===== src/rtl/game_pkg.sv =====
// Purpose: shared types and constants for the code-breaking game controller.
// Latency: n/a (declarations only).
// Backpressure: n/a.
package game_pkg;

  localparam int DIGIT_W    = 3;
  localparam int NUM_DIGITS = 4;
  localparam int LFSR_W     = DIGIT_W * NUM_DIGITS;
  localparam int TURN_W     = 3;

  localparam logic [DIGIT_W-1:0] WIN_EXACT = 3'd4;

  // Fibonacci taps 12,11,10,4 expressed as bit positions 11,10,9,3.
  localparam logic [LFSR_W-1:0] LFSR_TAPS = 12'hE08;

  typedef enum logic [2:0] {
    IDLE,
    GUESS,
    SCORE,
    HISTORY,
    WIN,
    LOSE
  } state_t;

  // A result claiming more than four pegs in total cannot come from a
  // healthy scorer.
  function automatic logic score_bad(input logic [DIGIT_W-1:0] exact,
                                     input logic [DIGIT_W-1:0] partial);
    logic [DIGIT_W:0] sum;
    sum = {1'b0, exact} + {1'b0, partial};
    return (exact > WIN_EXACT) || (sum > {1'b0, WIN_EXACT});
  endfunction

endpackage


===== src/rtl/game_controller_if.sv =====
// Purpose: scorer request/valid handshake plus history-block controls.
// Latency: n/a (wires only).
// Backpressure: none; the scorer answers a held request with a one-cycle valid.
// master = controller side, slave = scorer/history datapath side.
interface game_controller_if;
  import game_pkg::*;

  logic               score_req;
  logic               score_valid;
  logic [DIGIT_W-1:0] score_exact;
  logic [DIGIT_W-1:0] score_partial;
  logic               hist_mode;
  logic               hist_select;
  logic               hist_reset;

  modport master (
    output score_req, hist_mode, hist_select, hist_reset,
    input  score_valid, score_exact, score_partial
  );

  modport slave (
    input  score_req, hist_mode, hist_select, hist_reset,
    output score_valid, score_exact, score_partial
  );

endinterface


===== src/rtl/code_lfsr.sv =====
// Purpose: free-running 12-bit Fibonacci LFSR used as the secret-code source.
// Latency: new value every clk edge.
// Backpressure: none; never stalls.
// Ports: clk, reset (async active-low, loads SEED), lfsr (current state).
module code_lfsr
  import game_pkg::*;
#(
  parameter logic [LFSR_W-1:0] SEED = 12'hACE
) (
  input  logic              clk,
  input  logic              reset,
  output logic [LFSR_W-1:0] lfsr
);

  logic feedback;

  assign feedback = ^(lfsr & LFSR_TAPS);

  always_ff @(posedge clk or negedge reset) begin
    if (!reset) begin
      lfsr <= SEED;
    end else begin
      lfsr <= {lfsr[LFSR_W-2:0], feedback};
    end
  end

endmodule


===== src/rtl/game_controller.sv =====
// Purpose: game sequencer: secret latch, history strobes, scorer handshake, turn/win/loss.
// Latency: every output is registered, one cycle after the button/valid that causes it.
// Backpressure: score_req held until score_valid or SCORE_TIMEOUT cycles; buttons never stall.
// Ports: clk, reset (async active-low), btn_start/btn_select/btn_mode pulses,
//        bus (scorer + history controls), secret3..0, turn, exact_last,
//        partial_last, game_won, game_lost, score_err.
module game_controller
  import game_pkg::*;
#(
  parameter int                MAX_TURNS     = 8,
  parameter int                SCORE_TIMEOUT = 15,
  parameter logic [LFSR_W-1:0] LFSR_SEED     = 12'hACE
) (
  input  logic                clk,
  input  logic                reset,
  input  logic                btn_start,
  input  logic                btn_select,
  input  logic                btn_mode,
  game_controller_if.master   bus,
  output logic [DIGIT_W-1:0]  secret3,
  output logic [DIGIT_W-1:0]  secret2,
  output logic [DIGIT_W-1:0]  secret1,
  output logic [DIGIT_W-1:0]  secret0,
  output logic [TURN_W-1:0]   turn,
  output logic [DIGIT_W-1:0]  exact_last,
  output logic [DIGIT_W-1:0]  partial_last,
  output logic                game_won,
  output logic                game_lost,
  output logic                score_err
);

  localparam int                WAIT_W    = $clog2(SCORE_TIMEOUT + 1);
  localparam logic [WAIT_W-1:0] WAIT_LAST = WAIT_W'(SCORE_TIMEOUT - 1);
  localparam logic [TURN_W-1:0] LAST_TURN = TURN_W'(MAX_TURNS - 1);

  logic [LFSR_W-1:0]  lfsr;
  state_t             state_q, state_d;
  logic [LFSR_W-1:0]  secret_q, secret_d;
  logic [TURN_W-1:0]  turn_d;
  logic [DIGIT_W-1:0] exact_d, partial_d;
  logic               won_d, lost_d, err_d;
  logic               mode_q, mode_d;
  logic               sel_q, sel_d;
  logic               clr_q, clr_d;
  logic               req_q, req_d;
  logic [WAIT_W-1:0]  wait_q, wait_d;

  code_lfsr #(.SEED(LFSR_SEED)) u_lfsr (
    .clk   (clk),
    .reset (reset),
    .lfsr  (lfsr)
  );

  assign secret3 = secret_q[3*DIGIT_W +: DIGIT_W];
  assign secret2 = secret_q[2*DIGIT_W +: DIGIT_W];
  assign secret1 = secret_q[1*DIGIT_W +: DIGIT_W];
  assign secret0 = secret_q[0*DIGIT_W +: DIGIT_W];

  assign bus.score_req   = req_q;
  assign bus.hist_mode   = mode_q;
  assign bus.hist_select = sel_q;
  assign bus.hist_reset  = clr_q;

  always_comb begin
    state_d   = state_q;
    secret_d  = secret_q;
    turn_d    = turn;
    exact_d   = exact_last;
    partial_d = partial_last;
    won_d     = game_won;
    lost_d    = game_lost;
    err_d     = score_err;
    mode_d    = mode_q;
    req_d     = req_q;
    wait_d    = wait_q;
    sel_d     = 1'b0;
    clr_d     = 1'b0;

    // Start overrides everything, including an outstanding score request.
    if (btn_start) begin
      state_d   = GUESS;
      secret_d  = lfsr;
      clr_d     = 1'b1;
      turn_d    = '0;
      exact_d   = '0;
      partial_d = '0;
      won_d     = 1'b0;
      lost_d    = 1'b0;
      err_d     = 1'b0;
      mode_d    = 1'b0;
      req_d     = 1'b0;
      wait_d    = '0;
    end else begin
      case (state_q)
        IDLE: ;
        GUESS: begin
          // Select wins over a simultaneous mode press.
          if (btn_select) begin
            sel_d   = 1'b1;
            req_d   = 1'b1;
            wait_d  = '0;
            state_d = SCORE;
          end else if (btn_mode) begin
            mode_d  = 1'b1;
            state_d = HISTORY;
          end
        end
        SCORE: begin
          if (bus.score_valid) begin
            req_d = 1'b0;
            if (score_bad(bus.score_exact, bus.score_partial)) begin
              err_d   = 1'b1;
              state_d = GUESS;
            end else begin
              exact_d   = bus.score_exact;
              partial_d = bus.score_partial;
              if (bus.score_exact == WIN_EXACT) begin
                won_d   = 1'b1;
                state_d = WIN;
              end else if (turn == LAST_TURN) begin
                lost_d  = 1'b1;
                state_d = LOSE;
              end else begin
                turn_d  = turn + TURN_W'(1);
                state_d = GUESS;
              end
            end
          end else if (wait_q == WAIT_LAST) begin
            err_d   = 1'b1;
            req_d   = 1'b0;
            state_d = GUESS;
          end else begin
            wait_d = wait_q + WAIT_W'(1);
          end
        end
        HISTORY: begin
          if (btn_mode) begin
            mode_d  = 1'b0;
            state_d = GUESS;
          end
        end
        WIN, LOSE: begin
          if (btn_mode) mode_d = ~mode_q;
        end
        default: state_d = IDLE;
      endcase
    end
  end

  always_ff @(posedge clk or negedge reset) begin
    if (!reset) begin
      state_q      <= IDLE;
      secret_q     <= '0;
      turn         <= '0;
      exact_last   <= '0;
      partial_last <= '0;
      game_won     <= 1'b0;
      game_lost    <= 1'b0;
      score_err    <= 1'b0;
      mode_q       <= 1'b0;
      sel_q        <= 1'b0;
      clr_q        <= 1'b0;
      req_q        <= 1'b0;
      wait_q       <= '0;
    end else begin
      state_q      <= state_d;
      secret_q     <= secret_d;
      turn         <= turn_d;
      exact_last   <= exact_d;
      partial_last <= partial_d;
      game_won     <= won_d;
      game_lost    <= lost_d;
      score_err    <= err_d;
      mode_q       <= mode_d;
      sel_q        <= sel_d;
      clr_q        <= clr_d;
      req_q        <= req_d;
      wait_q       <= wait_d;
    end
  end

endmodule


===== src/flat_wrapper.sv =====
// flat-port wrapper written by rule: the top's interface ports become plain ports
module game_controller_flat import game_pkg::*;
#(
  parameter int                MAX_TURNS     = 8,
  parameter int                SCORE_TIMEOUT = 15,
  parameter logic [LFSR_W-1:0] LFSR_SEED     = 12'hACE
)
  (clk, reset, btn_start, btn_select, btn_mode, secret3, secret2, secret1, secret0, turn, exact_last, partial_last, game_won, game_lost, score_err, bus_score_req, bus_hist_mode, bus_hist_select, bus_hist_reset, bus_score_valid, bus_score_exact, bus_score_partial);
  game_controller_if bus_i ();
  input  logic clk;
  input  logic reset;
  input  logic btn_start;
  input  logic btn_select;
  input  logic btn_mode;
  output logic [DIGIT_W-1:0] secret3;
  output logic [DIGIT_W-1:0] secret2;
  output logic [DIGIT_W-1:0] secret1;
  output logic [DIGIT_W-1:0] secret0;
  output logic [TURN_W-1:0] turn;
  output logic [DIGIT_W-1:0] exact_last;
  output logic [DIGIT_W-1:0] partial_last;
  output logic game_won;
  output logic game_lost;
  output logic score_err;
  output wire logic [$bits(bus_i.score_req)-1:0] bus_score_req;
  output wire logic [$bits(bus_i.hist_mode)-1:0] bus_hist_mode;
  output wire logic [$bits(bus_i.hist_select)-1:0] bus_hist_select;
  output wire logic [$bits(bus_i.hist_reset)-1:0] bus_hist_reset;
  input wire logic [$bits(bus_i.score_valid)-1:0] bus_score_valid;
  input wire logic [$bits(bus_i.score_exact)-1:0] bus_score_exact;
  input wire logic [$bits(bus_i.score_partial)-1:0] bus_score_partial;
  assign bus_score_req = bus_i.score_req;
  assign bus_hist_mode = bus_i.hist_mode;
  assign bus_hist_select = bus_i.hist_select;
  assign bus_hist_reset = bus_i.hist_reset;
  assign bus_i.score_valid = bus_score_valid;
  assign bus_i.score_exact = bus_score_exact;
  assign bus_i.score_partial = bus_score_partial;
  game_controller #(.MAX_TURNS(MAX_TURNS), .SCORE_TIMEOUT(SCORE_TIMEOUT), .LFSR_SEED(LFSR_SEED)) u_core (.clk(clk), .reset(reset), .btn_start(btn_start), .btn_select(btn_select), .btn_mode(btn_mode), .bus(bus_i), .secret3(secret3), .secret2(secret2), .secret1(secret1), .secret0(secret0), .turn(turn), .exact_last(exact_last), .partial_last(partial_last), .game_won(game_won), .game_lost(game_lost), .score_err(score_err));
endmodule

===== config.mk =====
export PLATFORM = sky130hd
export DESIGN_NAME = game_controller_flat
export DESIGN_NICKNAME = d
export VERILOG_FILES = /design/src/rtl/game_pkg.sv /design/src/rtl/game_controller_if.sv /design/src/rtl/code_lfsr.sv /design/src/rtl/game_controller.sv /design/src/flat_wrapper.sv
export SDC_FILE = /design/constraint.sdc
export NUM_CORES = 1
export LEC_CHECK = 0
export ABC_AREA = 1
export BUFFER_PORTS_ARGS = -buffer_cell sky130_fd_sc_hd__buf_4
export CORE_UTILIZATION = 59
export DETAILED_ROUTE_END_ITERATION = 8
export GPL_TIMING_DRIVEN = 0
export PLACE_DENSITY = 0.89
export SKIP_LAST_GASP = 1
export SYNTH_ARGS = -nofsm -noshare
export SYNTH_HDL_FRONTEND = slang
export SYNTH_HIERARCHICAL = 1
export SYNTH_SLANG_ARGS = --single-unit

===== constraint.sdc =====
create_clock -name clk -period 3.02 [get_ports clk]
set_clock_uncertainty 0.05 [all_clocks]
set_input_delay 0 -clock clk [delete_from_list [all_inputs] [get_ports clk]]
set_output_delay 0 -clock clk [all_outputs]
set_load 0.02 [all_outputs]

==> reports/metrics.yaml, run 1 <==
worst_hold_path:
  min_path_cells: 6
  worstHoldEndpoint: "u_core/bus.hist_mode"
  hp-class: "in -> reg"
  hold_start: "btn_mode"
sta:
  fin_crit_ps: 2280
  fin_ws_ps: 744
  finalHoldViolCount: 0
  fmax_mhz: 439
  fin_tns_setup_ps: 0
  worstMarginPinSlew_ps: 558
  finalCritPeriodShare_pct: 75.4
  setup_viol: 0
  rsz0062_at_grt: "false"
  finalMaxSlewViolations: 0
  slew_headroom_pct: 62.8
place:
  post-dp-hpwl_um: 3250
  placed_cell_area_um2: 2570
  gp_congestion: 0.861
  io_buffers: 39
  dpl_worst_slack_ps: 1150
die:
  start_util_pct: 63.9
  num_io_pins: 40
  core.rowCount: 21
  die_y_um: 63.3
  fp.coreArea_um2: 3470
  die_area_um2: 4010
  dieWidth_um: 63.3
cells_and_area:
  postLayoutCellArea_um2: 2780
  n_antenna_cell: 0
  syn2layout_area_growth_pct: 25.6
  final_common_cell: "nand2_1"
  nFillCells: 233
  nets: 342
  drive_above_1_share_pct: 22.0
  mostFrequentLayoutCells: "89 x nand2_1, 41 x buf_4, 40 x dfrtp_1, 32 x inv_1, 20 x nor2_1"
global_routing:
  first_global_vias: 1941
  antenna_found_initial: 0
  grt.overflow.total: 0
  track_usage_pct: 29.6
  grt_pass1_wl_um: 8940
  grt_max_degree: 48
routing:
  via_per_inst: 5.47
  drcViolationCount: 0
  drtAntennaViolNets: 0
  first_pass_iters: 4
  drt_wl_total_um: 5210
  vias: 2019
  drt_iter0_drc: 156
  wl_per_cell_um: 14.1
cts:
  ctsResizeCount: 0
  cts_buffer_depth: 2
  cts_made_buffers: 5
  htreeDepth: 2
  clock_latency_ps: 320
  cts_setup_buffers: 0
  cts-root-buf: "clkbuf_8"
  cts.sinks: 47
  cts_tree: "yes"
  clk_pin_slew_ps: 100
power_and_ir_drop:
  power.total_mw: 1.69
  power_leakage_nw: 1.53
  power_density_nw_per_um2: 605
  ir_worst_vdd_mv: 0.390
run:
  max-cap-violations: 0
setup_path:
  ff2ff_setup_slack_ps: 1130
  cpLargestDelayFamily: "buffers and inverters"
  crit_path_start_kind: "input port"
  path_cells: "dlygate4sd3_1, buf_4, ha_1, fa_1, inv_1, nand2_1, nand3_1, nand3_1, inv_1, nand4_1, o21ai_0"
  cp_num_buf_inv: 4
  r2r_cells: 6
  critical_path_arrival_ps: 2450
  r2r-end: "u_core/turn[2]"
  slowest_stage: "dlygate4sd3_1"
  critPathLaunch: "bus_score_exact[0]"
  cpPeakStageDelay_ps: 540
  rr_startpoint: "u_core/turn[0]"
  worstPathRequired_ps: 3190
  endpoint_kind: "register"
  cp_max_fo: 6
  criticalPathCategory: "in -> reg"
  path_depth: 11
run_status:
  status: "finished clean"
synth:
  synthCells: 266
  yosys_warnings: 6
  syn_nets: 286
  ys_seq_elements: 47
  ys_types: 25
  seq_area_frac_synth_pct: 53.4
  syn_area_um2: 2220
  avgSynthCellArea_um2: 8.34
how the worst max path moves through the flow:
stage / endpoint / slack, ps
after detailed placement: u_core/partial_last[1] / 1150
after floorplan: u_core/turn[0] / 1390
after global placement: u_core/exact_last[0] / 1220
final: u_core/partial_last[1] / 740
after global routing: u_core/partial_last[1] / 620
after CTS: u_core/partial_last[1] / 910
cell families (layout without fill, tap and decap cells):
logic type               count (synthesis)  count (layout)  synth area share, %
XOR/XNOR                                 2               2                0.790
buffers and inverters                   40              97                 7.22
adder cells (fa/ha/maj)                  8               8                 4.85
AO/OA/AOI/OAI                           26              26                 6.38
flip-flops                              47              47                 53.4
AND/OR/NAND/NOR                        143             143                 27.3
per-layer routing:
layer	wire length (um)	up-vias	global-route usage (%)
li1	-	947	-
met3	312	19	6.88
met2	2570	88	48.5
met1	2190	965	37.5
met4	140	0	13.1
met5	0	-	0
worst register-to-register path, delay by kind of cell (launching register included):
kind | cells | cell delay, ps
AO/OA/AOI/OAI | 1 | 430
adder cells (fa/ha/maj) | 2 | 410
flip-flops | 1 | 440
AND/OR/NAND/NOR | 3 | 460
cells in the mapped netlist:
cell type,count,area (um2)
nor2_1,20,75.1
xor2_1,1,8.76
nand3_2,1,10.0
clkbuf_1,1,3.75
o21ai_0,16,80.1
nand4_1,6,37.5
nand3b_2,1,11.3
buf_1,1,3.75
inv_1,32,120
dfrtp_1,40,1000
nor3_1,2,10.0
inv_2,2,7.51
dfstp_2,7,184
nor2_2,6,37.5
o21ai_1,2,10.0
buf_4,2,15.0
xnor2_1,1,8.76
a21oi_1,5,25.0
nand3_1,18,90.1
o21ai_2,1,8.76
fa_1,1,20.0
ha_1,7,87.6
nand2_1,89,334
a21oi_2,2,17.5
buf_2,2,10.0
repair_timing:
item	CTS	global route
endpoints found under the setup margin	0	0
hold endpoints to repair	54	0
hold buffers	10	0
power breakdown:
| group | switching (mW) | internal, mW |
|---|---|---|
| Combinational | 0.296 | 0.175 |
| Clock | 0.228 | 0.251 |
| Sequential | 0.0499 | 0.686 |
per-stage QoR:
stage / std cells / hold WS [ps] / utilization (%)
floorplan: 266 / -346 / -
global placement: 351 / -17.7 / 74.0
detailed placement: 351 / -17.7 / 74.0
CTS: 369 / 78.7 / 80.3
global route: 369 / 130 / 80.3
finish: 369 / 94.1 / 80.3
cell type report:
cell class,count,area (um2),area share (%)
well taps,46,57.6,2.07
multi-input cells,179,872,31.3
plain buffers,6,32.5,1.17
flip-flops and latches,47,1180,42.6
clock buffers,5,68.8,2.47
inverters,34,128,4.58
clock inverters,3,47.5,1.71
repair buffers,49,393,14.1
sequential cells by signal (all words and copies together) (netlist names):
signal / flops
u_core/u_lfsr/lfsr: 12
u_core/bus.score_req: 1
u_core/turn: 3
u_core/game_lost: 1
u_core/wait_q: 4
u_core/bus.hist_select: 1
u_core/score_err: 1
u_core/secret_q: 12
u_core/game_won: 1
u_core/state_q: 3
u_core/exact_last: 3
u_core/bus.hist_reset: 1
u_core/partial_last: 3
u_core/bus.hist_mode: 1
No activity file was read; power rests on OpenSTA's default activity.
==> run 2, diff against run 1 <==
Settings changed: CORE_UTILIZATION 59 to 55, PLACE_DENSITY 0.89 to 0.84.
Clock period 3.02 ns to 2.2 ns, I/O delays scaled along.
==> reports/metrics.yaml, run 2 (synthesized netlist as in run 1, its figures left out) <==
global_routing:
  antenna_found_initial: 0  # unchanged
  track_usage_pct: 25.1  # was 29.6%
  grt.overflow.total: 0  # unchanged
  first_global_vias: 1810  # was 1941
  grt_pass1_wl_um: 8000  # was 8940 um
  grt_max_degree: 48  # unchanged
cells_and_area:
  final_common_cell: "nand2_1"  # unchanged
  nets: 342  # unchanged
  drive_above_1_share_pct: 23.2  # was 22.0%
  fin_util_pct: 73.8  # was 80.3%
  syn2layout_area_growth_pct: 25.6  # unchanged
  reg.largest.list: "u_core/secret_q x12, u_core/u_lfsr/lfsr x12, u_core/wait_q x4"  # unchanged
  n_antenna_cell: 0  # unchanged
  mostFrequentLayoutCells: "88 x nand2_1, 41 x buf_4, 40 x dfrtp_1, 32 x inv_1, 20 x nor2_1"  # was 89 x nand2_1, 41 x buf_4, 40 x dfrtp_1, 32 x inv_1, 20 x nor2_1
power_and_ir_drop:
  power_leakage_nw: 1.52  # was 1.53 nW
  power_density_nw_per_um2: 789  # was 605 nW/um2
  swShare_pct: 34.4  # was 34.0%
  switching_power_mw: 0.757  # was 0.574 mW
  ir_worst_vdd_mv: 0.521  # was 0.390 mV
  sequentialPowerShare_pct: 45.9  # was 43.7%
  p_clk_share_pct: 25.0  # was 28.4%
  p_int_mw: 1.44  # was 1.11 mW
  combPwrFrac_pct: 29.1  # was 27.9%
sta:
  fin_crit_ps: 2130
  worstMarginPinSlew_ps: 559  # was 558 ps
  finalCritPeriodShare_pct: 96.6
  fin_tns_setup_ps: 0  # unchanged
  finalHoldViolCount: 0  # unchanged
  setup_viol: 0  # unchanged
  fmax_mhz: 470
  slew_headroom_pct: 62.7  # was 62.8%
  rsz0062_at_grt: "false"  # unchanged
  finalMaxSlewViolations: 0  # unchanged
cts:
  cts-root-buf: "clkbuf_8"  # unchanged
  cts_tree: "yes"  # unchanged
  cts_made_buffers: 5  # unchanged
  clock_latency_ps: 300  # was 320 ps
  cts_buffer_depth: 2  # unchanged
  clk_pin_slew_ps: 90  # was 100 ps
  htreeDepth: 2  # unchanged
  cts.sinks: 47  # unchanged
routing:
  drt_wl_total_um: 4870  # was 5210 um
  vias: 1929  # was 2019
  first_pass_iters: 5  # was 4
  via_per_inst: 5.20  # was 5.47
  wl_per_cell_um: 13.1  # was 14.1 um
  drcViolationCount: 0  # unchanged
  drtAntennaViolNets: 0  # unchanged
  drt_iter0_drc: 124  # was 156
die:
  fp.coreArea_um2: 3770  # was 3470 um2
  die_area_um2: 4290  # was 4010 um2
  num_io_pins: 40  # unchanged
  core.rowCount: 22  # was 21
  dieWidth_um: 65.5  # was 63.3 um
  die_y_um: 65.5  # was 63.3 um
  start_util_pct: 58.8  # was 63.9%
run:
  max-cap-violations: 0  # unchanged
place:
  gp_congestion: 0.886  # was 0.861
  io_buffers: 39  # unchanged
  post-dp-hpwl_um: 3220  # was 3250 um
setup_path:
  r2r_cells: 6  # unchanged
  cp_max_fo: 6  # unchanged
  criticalPathCategory: "in -> reg"  # unchanged
  worstPathRequired_ps: 2360  # was 3190 ps
  crit_path_start_kind: "input port"  # unchanged
  critical_path_arrival_ps: 2290  # was 2450 ps
  endpoint_kind: "register"  # unchanged
  slowest_stage: "dlygate4sd3_1"  # unchanged
  path_cells: "dlygate4sd3_1, buf_4, ha_2, fa_1, inv_1, nand2_1, nand3_2, nand3_2, inv_1, nand4_1, o21ai_1"  # was dlygate4sd3_1, buf_4, ha_1, fa_1, inv_1, nand2_1, nand3_1, nand3_1, inv_1, nand4_1, o21ai_0
  cpPeakStageDelay_ps: 550  # was 540 ps
worst_hold_path:
  hp-class: "in -> reg"  # unchanged
  min_path_cells: 6  # unchanged
run_status:
  status: "finished clean"  # unchanged
==> run 2: what timing repair did <==
item                       CTS  global route
setup endpoints to repair    0            10
gates resized for setup      0            10
hold endpoints to repair    50             0
buffers inserted             0             0
hold buffers                10             0
==> run 2: layout make-up <==
| cell class | count | area (um2) |
|---|---|---|
| multi-input cells | 179 | 887 |
| well taps | 48 | 60.1 |
| clock buffers | 6 | 82.6 |
| flip-flops and latches | 47 | 1180 |
| repair buffers | 49 | 393 |
| fillers | 270 | 987 |
| inverters | 34 | 128 |
| plain buffers | 6 | 32.5 |
| clock inverters | 2 | 16.3 |
==> run 2: metal layers <==
layer  global-route usage [%]  wire (um)  share of wire [%]  vias up
met5                        0          0                  0        -
met4                     10.6        127                2.6        0
met3                     5.73        310                6.4       14
met2                     39.6       2320                 48       81
met1                     33.4       2110                 43      888
li1                         -          -                  -      946
==> run 2: worst paths after layout <==
| kind | start | to | slack, ps |
|---|---|---|---|
| setup / recovery | bus_score_exact[0] | u_core/partial_last[2] | 70 |
| hold / removal | btn_mode | u_core/bus.hist_mode | 160 |
| setup reg to reg | u_core/turn[0] | u_core/turn[1] | 440 |
| hold reg to reg | u_core/u_lfsr/lfsr[2] | u_core/u_lfsr/lfsr[3] | 320 |
| max in group asynchronous | reset | u_core/game_won | 1530 |
| min in group asynchronous | reset | u_core/bus.hist_select | 190 |
==> run 2: stage by stage <==
step | cells | hold WS (ps) | power [mW] | setup slack [ps] | area, um2
floorplan | 266 | -346 | 1.42 | 574 | 2220
global placement | 353 | -18.3 | 1.61 | 396 | 2570
detailed placement | 353 | -17.5 | 1.63 | 381 | 2570
CTS | 371 | 123 | 2.19 | 82.1 | 2770
global route | 371 | 171 | 2.32 | 7.36 | 2780
finish | 371 | 158 | 2.20 | 74.1 | 2780
==> run 2: power by group through the flow <==
stage                     Combinational [mW]  Sequential [mW]  Clock (mW)
after floorplan                        0.342             1.08           0
after global placement                 0.587             1.02           0
after detailed placement               0.605             1.03           0
after CTS                              0.624             1.01       0.558
after global routing                   0.705             1.02       0.598
final                                  0.640             1.01       0.549
==> run 2: worst max-delay path: cells and delay by family <==
family | cells | cell delay (ps)
compound gates | 1 | 250
fa+ha+maj | 2 | 630
buf+inv | 4 | 880
simple gates | 4 | 520
==> run 3, diff against run 2 <==
Settings changed: GPL_TIMING_DRIVEN 0 to default, PLACE_DENSITY 0.84 to 0.78.
==> reports/metrics.yaml, run 3 (synthesized netlist as in run 1, its figures left out) <==
global_routing:
  antenna_found_initial: 0  # unchanged
  first_global_vias: 1702  # was 1810
  track_usage_pct: 24.4  # was 25.1%
  grt_pass1_wl_um: 7780  # was 8000 um
  grt_max_degree: 48  # unchanged
  grt.overflow.total: 0  # unchanged
setup_path:
  path_cells: "dlygate4sd3_1, buf_4, ha_1, fa_1, inv_1, nand2_1, nand3_1, nand3_1, inv_1, nand4_1, o21ai_0"  # was dlygate4sd3_1, buf_4, ha_2, fa_1, inv_1, nand2_1, nand3_2, nand3_2, inv_1, nand4_1, o21ai_1
  critical_path_arrival_ps: 2240  # was 2290 ps
  cp_num_buf_inv: 4  # unchanged
  cpLargestDelayFamily: "buffers and inverters"  # unchanged
  cpPeakStageDelay_ps: 530  # was 550 ps
  cp_max_fo: 6  # unchanged
  worstPathRequired_ps: 2360  # about the same
  crit_path_start_kind: "input port"  # unchanged
  criticalPathCategory: "in -> reg"  # unchanged
  slowest_stage: "dlygate4sd3_1"  # unchanged
  endpoint_kind: "register"  # unchanged
cells_and_area:
  seq_area_um2: 1180  # unchanged
  final_common_cell: "nand2_1"  # unchanged
  mostFrequentLayoutCells: "89 x nand2_1, 40 x buf_4, 40 x dfrtp_1, 32 x inv_1, 20 x nor2_1"  # was 88 x nand2_1, 41 x buf_4, 40 x dfrtp_1, 32 x inv_1, 20 x nor2_1
  syn2layout_area_growth_pct: 25.3  # was 25.6%
  nFillCells: 300  # was 270
  multi_input_area_um2: 872  # was 887 um2
  postLayoutCellArea_um2: 2780  # about the same
  nets: 337  # was 342
  drive_above_1_share_pct: 21.1  # was 23.2%
  n_antenna_cell: 0  # unchanged
  reg.largest.list: "u_core/secret_q x12, u_core/u_lfsr/lfsr x12, u_core/wait_q x4"  # unchanged
routing:
  drt_wl_total_um: 4760  # was 4870 um
  drt_iter0_drc: 149  # was 124
  via_per_inst: 5.25  # was 5.20
  wl_per_cell_um: 13.0  # was 13.1 um
  first_pass_iters: 4  # was 5
  drtAntennaViolNets: 0  # unchanged
  vias: 1920  # was 1929
  drcViolationCount: 0  # unchanged
place:
  post-dp-hpwl_um: 3070  # was 3220 um
  gp_congestion: 0.898  # was 0.886
  io_buffers: 39  # unchanged
  dpl_worst_slack_ps: 388  # was 381 ps
  placed_cell_area_um2: 2540  # was 2570 um2
sta:
  rsz0062_at_grt: "true"  # was false
  finalHoldViolCount: 0  # unchanged
  worstMarginPinSlew_ps: 640  # was 559 ps
  finalCritPeriodShare_pct: 94.8  # was 96.6%
  slew_headroom_pct: 57.3  # was 62.7%
  fin_hold_ws_ps: 111  # was 158 ps
  finalMaxSlewViolations: 0  # unchanged
  setup_viol: 0  # unchanged
  fin_ws_ps: 114  # was 74.1 ps
  fmax_mhz: 479  # was 470 MHz
  fin_crit_ps: 2090  # was 2130 ps
cts:
  cts.sinks: 47  # unchanged
  cts_setup_buffers: 0  # unchanged
  cts-root-buf: "clkbuf_8"  # unchanged
  htreeDepth: 2  # unchanged
  cts_made_buffers: 5  # unchanged
  cts_buffer_depth: 2  # unchanged
  cts_tree: "yes"  # unchanged
  clock_latency_ps: 300  # about the same
  clk_pin_slew_ps: 80  # was 90 ps
run:
  max-cap-violations: 0  # unchanged
die:
  dieWidth_um: 65.5  # unchanged
  core.rowCount: 22  # unchanged
  start_util_pct: 58.8  # unchanged
  die_y_um: 65.5  # unchanged
  num_io_pins: 40  # unchanged
  fp.coreArea_um2: 3770  # unchanged
  die_area_um2: 4290  # unchanged
worst_hold_path:
  hp-class: "in -> reg"  # unchanged
power_and_ir_drop:
  ir_worst_vdd_mv: 0.612  # was 0.521 mV
  power_density_nw_per_um2: 850  # was 789 nW/um2
  power_leakage_nw: 1.52  # about the same
run_status:
  status: "finished clean"  # unchanged
run 3: cell types whose count changed in the layout (fill, tap and decap cells not counted), sizes merged:
cell      delta
bufinv       +2
buf          -4
clkinvlp     -1
clkbuf       -1
clkinv       -1
run 3: cell type report:
type | count | share of cell area (%)
clock buffers | 6 | 2.61
well taps | 48 | 2.16
repair buffers | 50 | 14.4
flip-flops and latches | 47 | 42.7
multi-input cells | 179 | 31.4
inverters | 34 | 4.59
clock inverters | 2 | 2.16
run 3: tightest hold or removal path, delay by kind of cell:
kind                   cells  cell delay [ps]
and+or+nand+nor            3              160
AOI/OAI and AO/OA          2              180
buffers and inverters      1               80
run 3: what timing repair did:
| item | in CTS | in global routing |
|---|---|---|
| setup endpoints to repair | 0 | 4 |
| hold buffers | 10 | 0 |
| endpoints found under the hold margin | 53 | 0 |
| resized for setup | 0 | 1 |
run 3: report_power, final:
| group | total (mW) | switching, mW | internal [mW] |
|---|---|---|---|
| Clock | 0.734 | 0.280 | 0.454 |
| Sequential | 1.03 | 0.0848 | 0.942 |
| Combinational | 0.599 | 0.373 | 0.226 |
run 3: final timing paths:
kind / from / to / slack, ps / cells after the start
setup / recovery: bus_score_exact[0] / u_core/partial_last[1] / 110 / 11
hold / removal: btn_mode / u_core/bus.hist_mode / 110 / 6
setup reg to reg: u_core/turn[1] / u_core/turn[2] / 460 / 6
hold reg to reg: u_core/u_lfsr/lfsr[6] / u_core/u_lfsr/lfsr[7] / 320 / 0
max in group asynchronous: reset / u_core/exact_last[0] / 1530 / 2
min in group asynchronous: reset / u_core/score_err / 170 / 2
run 3: metrics by stage:
| step | std cells | total power, mW | util (%) | TNS [ps] |
|---|---|---|---|---|
| 2_1_floorplan | 266 | 1.42 | - | 0 |
| 3_3_place_gp | 348 | 1.60 | 67.5 | 0 |
| 3_5_place_dp | 348 | 1.61 | 67.5 | 0 |
| 4_1_cts | 366 | 2.37 | 73.7 | 0 |
| 5_1_grt | 366 | 2.49 | 73.7 | -105 |
| 6_report | 366 | 2.36 | 73.7 | 0 |
run 3: layer usage:
| metal | up-vias | GRT usage, % | share of wire, % |
|---|---|---|---|
| li1 | 934 | - | - |
| met1 | 910 | 32.9 | 46 |
| met2 | 65 | 36.7 | 46 |
| met3 | 11 | 5.73 | 5.8 |
| met4 | 0 | 12.0 | 2.4 |
| met5 | - | 0 | 0 |
